--- src/rtl/sdc_close_sequencer.sv ---
// Drives the SDC close path: watchdog square wave, AS_close_SDC pulse, and ready/relay-feedback supervision.
// The inputs have 2 cycles of synchroniser latency, the outputs are registered in step with the state, and the block has no backpressure.
module sdc_close_sequencer #(
  parameter int WD_HALF_PERIOD  = 2500,
  parameter int READY_TIMEOUT   = 50000,
  parameter int CLOSE_PULSE_LEN = 1000,
  parameter int FB_DEBOUNCE     = 16
) (
  input  logic       clk,
  input  logic       rst_n,
  input  logic       AS_driving_mode,
  input  logic       Close_request,
  input  logic       Open_request,
  input  logic       Fault_clear,
  input  logic       SDC_is_Ready,
  input  logic       SDC_closed_fb,
  output logic       Watchdog,
  output logic       AS_close_SDC,
  output logic [2:0] SDC_state,
  output logic       SDC_fault,
  output logic [2:0] Fault_code
);
  localparam int TW = $clog2(READY_TIMEOUT + 1);
  localparam int WW = $clog2(WD_HALF_PERIOD + 1);
  localparam int DW = $clog2(FB_DEBOUNCE + 1);

  typedef enum logic [2:0] {
    IDLE       = 3'd0,
    WAIT_READY = 3'd1,
    CLOSING    = 3'd2,
    CLOSED     = 3'd3,
    OPENING    = 3'd4,
    FAULT      = 3'd5
  } state_e;

  logic [5:0]    meta_q, meta_d, sync_q, sync_d;
  logic          mode_s, close_s, open_s, clr_s, ready_s, fb_s;
  state_e        state_q, state_d;
  logic [TW-1:0] tmo_q, tmo_d;
  logic [WW-1:0] wd_cnt_q, wd_cnt_d;
  logic [DW-1:0] db_cnt_q, db_cnt_d;
  logic          fb_stable_q, fb_stable_d;
  logic          wd_q, wd_d, close_q, close_d, fault_q, fault_d;
  logic [2:0]    code_q, code_d;
  logic          abort, tmo_hit, healthy;

  always_comb begin
    meta_d = {AS_driving_mode, Close_request, Open_request, Fault_clear, SDC_is_Ready, SDC_closed_fb};
    sync_d = meta_q;
  end

  assign {mode_s, close_s, open_s, clr_s, ready_s, fb_s} = sync_q;

  // Samples that differ from the accepted level are all equal to each other, so one run counter suffices
  always_comb begin
    fb_stable_d = fb_stable_q;
    db_cnt_d    = '0;
    if (fb_s != fb_stable_q) begin
      if (db_cnt_q == DW'(FB_DEBOUNCE - 1)) begin
        fb_stable_d = fb_s;
      end else begin
        db_cnt_d = db_cnt_q + DW'(1);
      end
    end
  end

  always_comb begin
    state_d = state_q;
    code_d  = code_q;
    abort   = open_s | ~mode_s;
    tmo_hit = (tmo_q == TW'(READY_TIMEOUT - 1));
    case (state_q)
      IDLE: begin
        if (close_s && mode_s && !open_s) state_d = WAIT_READY;
      end
      WAIT_READY: begin
        if (abort) state_d = OPENING;
        else if (ready_s) state_d = CLOSING;
        else if (tmo_hit) begin
          state_d = FAULT;
          code_d  = 3'd1;
        end
      end
      CLOSING: begin
        if (abort) state_d = OPENING;
        else if (fb_stable_q) state_d = CLOSED;
        else if (tmo_hit) begin
          state_d = FAULT;
          code_d  = 3'd2;
        end
      end
      CLOSED: begin
        // A lost relay outranks a simultaneous open request
        if (!fb_stable_q) begin
          state_d = FAULT;
          code_d  = 3'd3;
        end else if (abort) state_d = OPENING;
      end
      OPENING: begin
        if (!fb_stable_q) state_d = IDLE;
        else if (tmo_hit) begin
          state_d = FAULT;
          code_d  = 3'd4;
        end
      end
      FAULT: begin
        if (clr_s && !fb_stable_q) begin
          state_d = IDLE;
          code_d  = 3'd0;
        end
      end
      default: begin
        state_d = FAULT;
        code_d  = 3'd0;
      end
    endcase
  end

  always_comb begin
    tmo_d = '0;
    if (state_d == state_q) tmo_d = (tmo_q == '1) ? tmo_q : tmo_q + TW'(1);
    healthy  = state_d inside {IDLE, WAIT_READY, CLOSING, CLOSED};
    wd_d     = 1'b0;
    wd_cnt_d = '0;
    if (healthy) begin
      if (wd_cnt_q == WW'(WD_HALF_PERIOD - 1)) begin
        wd_d = ~wd_q;
      end else begin
        wd_cnt_d = wd_cnt_q + WW'(1);
        wd_d     = wd_q;
      end
    end
    close_d = (state_d == CLOSING) && (tmo_d < TW'(CLOSE_PULSE_LEN));
    fault_d = (state_d == FAULT);
  end

  always_ff @(posedge clk or negedge rst_n) begin
    if (!rst_n) begin
      meta_q      <= '0;
      sync_q      <= '0;
      state_q     <= IDLE;
      tmo_q       <= '0;
      wd_cnt_q    <= '0;
      db_cnt_q    <= '0;
      fb_stable_q <= 1'b0;
      wd_q        <= 1'b0;
      close_q     <= 1'b0;
      fault_q     <= 1'b0;
      code_q      <= 3'd0;
    end else begin
      meta_q      <= meta_d;
      sync_q      <= sync_d;
      state_q     <= state_d;
      tmo_q       <= tmo_d;
      wd_cnt_q    <= wd_cnt_d;
      db_cnt_q    <= db_cnt_d;
      fb_stable_q <= fb_stable_d;
      wd_q        <= wd_d;
      close_q     <= close_d;
      fault_q     <= fault_d;
      code_q      <= code_d;
    end
  end

  assign Watchdog     = wd_q;
  assign AS_close_SDC = close_q;
  assign SDC_state    = state_q;
  assign SDC_fault    = fault_q;
  assign Fault_code   = code_q;
endmodule

--- config.mk ---
export PLATFORM = sky130hd
export DESIGN_NAME = sdc_close_sequencer
export DESIGN_NICKNAME = d
export VERILOG_FILES = /design/src/rtl/sdc_close_sequencer.sv
export SDC_FILE = /design/constraint.sdc
export NUM_CORES = 1
export LEC_CHECK = 0
export BUFFER_PORTS_ARGS = -buffer_cell sky130_fd_sc_hd__buf_2
export CORE_MARGIN = 5
export CORE_UTILIZATION = 60
export CTS_CLUSTER_SIZE = 16
export DETAILED_ROUTE_END_ITERATION = 6
export GPL_TIMING_DRIVEN = 0
export PLACE_DENSITY = 0.8
export SYNTH_ARGS = -nofsm -noshare
export SYNTH_HDL_FRONTEND = slang
export SYNTH_SLANG_ARGS = --single-unit
export TNS_END_PERCENT = 5
--- constraint.sdc ---
create_clock -name clk -period 7.1 [get_ports clk]
set_input_delay 1.065 -clock clk [delete_from_list [all_inputs] [get_ports clk]]
set_output_delay 1.065 -clock clk [all_outputs]
set_load 0.01 [all_outputs]
==> impl_metrics.csv <==
group,metric,value,unit
status,status,"complete, no violations",
placed_design,port_buffers,16,
sta,final_hold_viol_count,0,
critical_path,path_max_fanout,7,
yosys,syn-num-nets,293,
critical_path,r2r-end,"AS_close_SDC",
die,core_region_area,4440,um^2
critical_path,cp-start-kind,"flop",
sta,fin_skew,0.00637,ns
pwr,p_comb_frac,0.180,
hold_path,hold_end,"sync_q[5]",
yosys,yosys.area_share.adder,0.0134,
clocking,hold_buffers,0,
yosys,synth.area.mux_share,0.0196,
critical_path,reg2reg_slack,4.32,ns
pwr,switching_share,0.311,
critical_path,ff2ff_path_depth,7,
critical_path,critPathArrivalTime,2.99,ns
sta,setup_tns,0,ns
clocking,cts_root_buf,"clkbuf_8",
grt,grt-ovfl-total,0,
routing,drtIter0Drc,282,
pwr,power_frac_clock,0.258,
pwr,peakVddDrop,0.000162,V
pwr,p_int,469,uW
pwr,power.density,224,nW/um^2
sta,worst_slew_pin_slew,1.17,ns
grt,grt_pass1_wl,9900,um
final_layout,drive_gt1_frac,0.141,
routing,routed_wl,5650,um
yosys,syn-instance-count,282,
final_layout,fin_nets,316,
grt,grt_use_total,0.201,
die,die_height,78.4,um
pwr,power,681,uW
grt,grt_pass1_vias,2088,
die,initial_core_util,0.631,
grt,grt_max_degree,56,
yosys,synth_top_area_frac,0.491,
clocking,postCtsSetupRepairBufs,0,
sta,min_period,2.78,ns
placed_design,dpl.hpwl,4030,um
flow_run,cap_violations,0,
hold_path,hp-start,"meta_q[5]",
yosys,synth_top_family_by_area,"simple AND/OR/NAND/NOR gates",
yosys,synth-compound-area-share,0.141,
final_layout,syn2layout_area_growth,8.48,%
final_layout,diodes,0,
die,die-area,6140,um^2
routing,drc,0,
die,die_x,78.4,um
sta,slew_headroom,0.221,
yosys,synth_commonest_cells,"55 x dfrtp_1, 33 x nor2_1, 18 x nand3_1",
routing,wl_per_cell,15.8,um
pwr,seqPwrFrac,0.562,
yosys,synth-seq-area-share,0.491,
critical_path,crit_type,"reg2reg",
hold_path,hold-path-cell-count,0,
critical_path,rr_startpoint,"tmo_q[0]",
yosys,ys_types,54,
routing,via_per_inst,6.16,
yosys,yosysMostFrequentCell,"dfrtp_1",
sta,max_freq,359,MHz
clocking,cts_buffers,5,
yosys,synthFlopType,"dfrtp_1",
pwr,p_sw,212,uW
sta,setup_viol,0,
sta,fin_hold_ws,0.358,ns
yosys,syn_avg_cell_area,9.94,um^2
hold_path,hold_path.class,"reg2reg",
sta,rsz0062_at_grt,"no",
yosys,synth_simple_gate_area_share,0.236,
yosys,synth_xor_area_frac,0.0656,
die,io_pins,17,
clocking,clockBufferDepth,2,
clocking,clk_pin_slew,0.10,ns
sta,slew_viol_final,0,
placed_design,globalplace.congestion,0.885,
clocking,cts_tree,"done",
yosys,synth_edf_count,0,
yosys,synth-async-reset-ratio,1.00,
yosys,synth-warning-count,0,
pwr,power_leakage,1.35,nW
routing,first_pass_iters,5,
final_layout,utilization,0.684,
clocking,worstSkewPairLatency,0.31,ns
yosys,ys_seq_elements,55,
routing,dr_total_vias,2207,
sta,post-route-period-util,0.392,
die,num_rows,24,
critical_path,endpoint_kind,"flop",
yosys,yosys-top-cells-area,"dfrtp_1 49%, nor2_1 4.4%, xor2_1 4.1%, nand3_1 3.2%, xnor2_1 2.5%",
yosys,syn-cell-area,2800,um^2
clocking,cts_num_sinks,55,
clocking,htreeDepth,2,
critical_path,cp.required,7.30,ns
yosys,synth_largest_area_cell,"dfrtp_1",
routing,drtAntennaViolNets,0,
clocking,post_cts_resized,0,
grt,antenna_found_initial,0,
[area by class of cell]
| type | count | area [um^2] |
|---|---|---|
| flip-flops and latches | 55 | 1380 |
| multi-input cells | 208 | 1330 |
| clock inverters | 3 | 23.8 |
| repair buffers | 16 | 80.1 |
| inverters | 7 | 26.3 |
| fillers | 367 | 1400 |
| plain buffers | 12 | 68.8 |
| clock buffers | 5 | 68.8 |
| well taps | 52 | 65.1 |
[cells in the final DEF (no fill, tap or decap), types with 5 or more instances in the layout]
cell | netlist | final
nand3_1 | 18 | 18
clkbuf_1 | 5 | 5
xor2_1 | 13 | 13
nand4_1 | 6 | 6
nor2b_1 | 5 | 5
nor2_1 | 33 | 33
clkbuf_8 | 0 | 5
nor3_1 | 10 | 10
nand2_1 | 17 | 17
xnor2_1 | 8 | 8
nor4_1 | 7 | 7
o21ai_0 | 11 | 11
a21oi_1 | 12 | 12
buf_2 | 3 | 19
o211ai_1 | 5 | 5
dfrtp_1 | 55 | 55
inv_1 | 7 | 7
and2_1 | 5 | 5
and3_1 | 8 | 8
[metal layers]
metal	routed length [um]	vias up	share of wire	global-route usage
li1	-	1066	-	-
met1	2620	1051	0.46	0.291
met2	2630	82	0.47	0.307
met3	328	8	0.058	0.0378
met4	72	0	0.013	0.0664
met5	0	-	0	0
[power by group through the flow]
stage,Combinational (mW),Clock (mW),Sequential [mW]
2_1_floorplan,0.0898,0,0.382
3_3_place_gp,0.118,0,0.386
3_5_place_dp,0.122,0,0.388
4_1_cts,0.123,0.185,0.382
5_1_grt,0.138,0.202,0.388
6_report,0.122,0.176,0.383
[worst max path at each step]
| stage | from | endpoint | depth (start not counted) |
|---|---|---|---|
| 4_1_cts | tmo_q[0] | AS_close_SDC | 7 |
| 5_1_grt | tmo_q[1] | AS_close_SDC | 7 |
| 6_report | tmo_q[0] | AS_close_SDC | 7 |
| 3_3_place_gp | tmo_q[0] | AS_close_SDC | 7 |
| 3_5_place_dp | tmo_q[0] | AS_close_SDC | 7 |
| 2_1_floorplan | tmo_q[0] | AS_close_SDC | 8 |
[per-stage QoR]
stage                     instance area [um^2]  setup WS, ns  instances
final                                     3040          4.32        358
after global routing                      3040          4.08        358
after CTS                                 3040          4.40        358
after detailed placement                  2950          4.42        350
after global placement                    2950          4.52        350
after floorplan                           2800          4.84        282
[sequential cells by signal (all words and copies together) (netlist names), 3 cells and up]
register / cells
tmo_q: 16
wd_cnt_q: 12
meta_q: 6
sync_q: 6
db_cnt_q: 5
Fault_code: 3
SDC_state: 3
[worst max-delay path, cell delays in order, from the launching register on]
cell	delay [ns]
dfrtp_1	0.48
ha_1	0.37
nand4_4	0.20
nor4_1	0.57
xor2_1	0.13
nor4_1	0.37
o211ai_1	0.18
a2111oi_2	0.38
[cells by family after synthesis]
kind of cell / Yosys count
DFF: 55
AOI/OAI and AO/OA: 57
muxes: 5
and+or+nand+nor: 122
buffers and inverters: 19
adders and majority gates: 3
xor gates and xnor gates: 21
No activity file was read; power rests on OpenSTA's default activity.
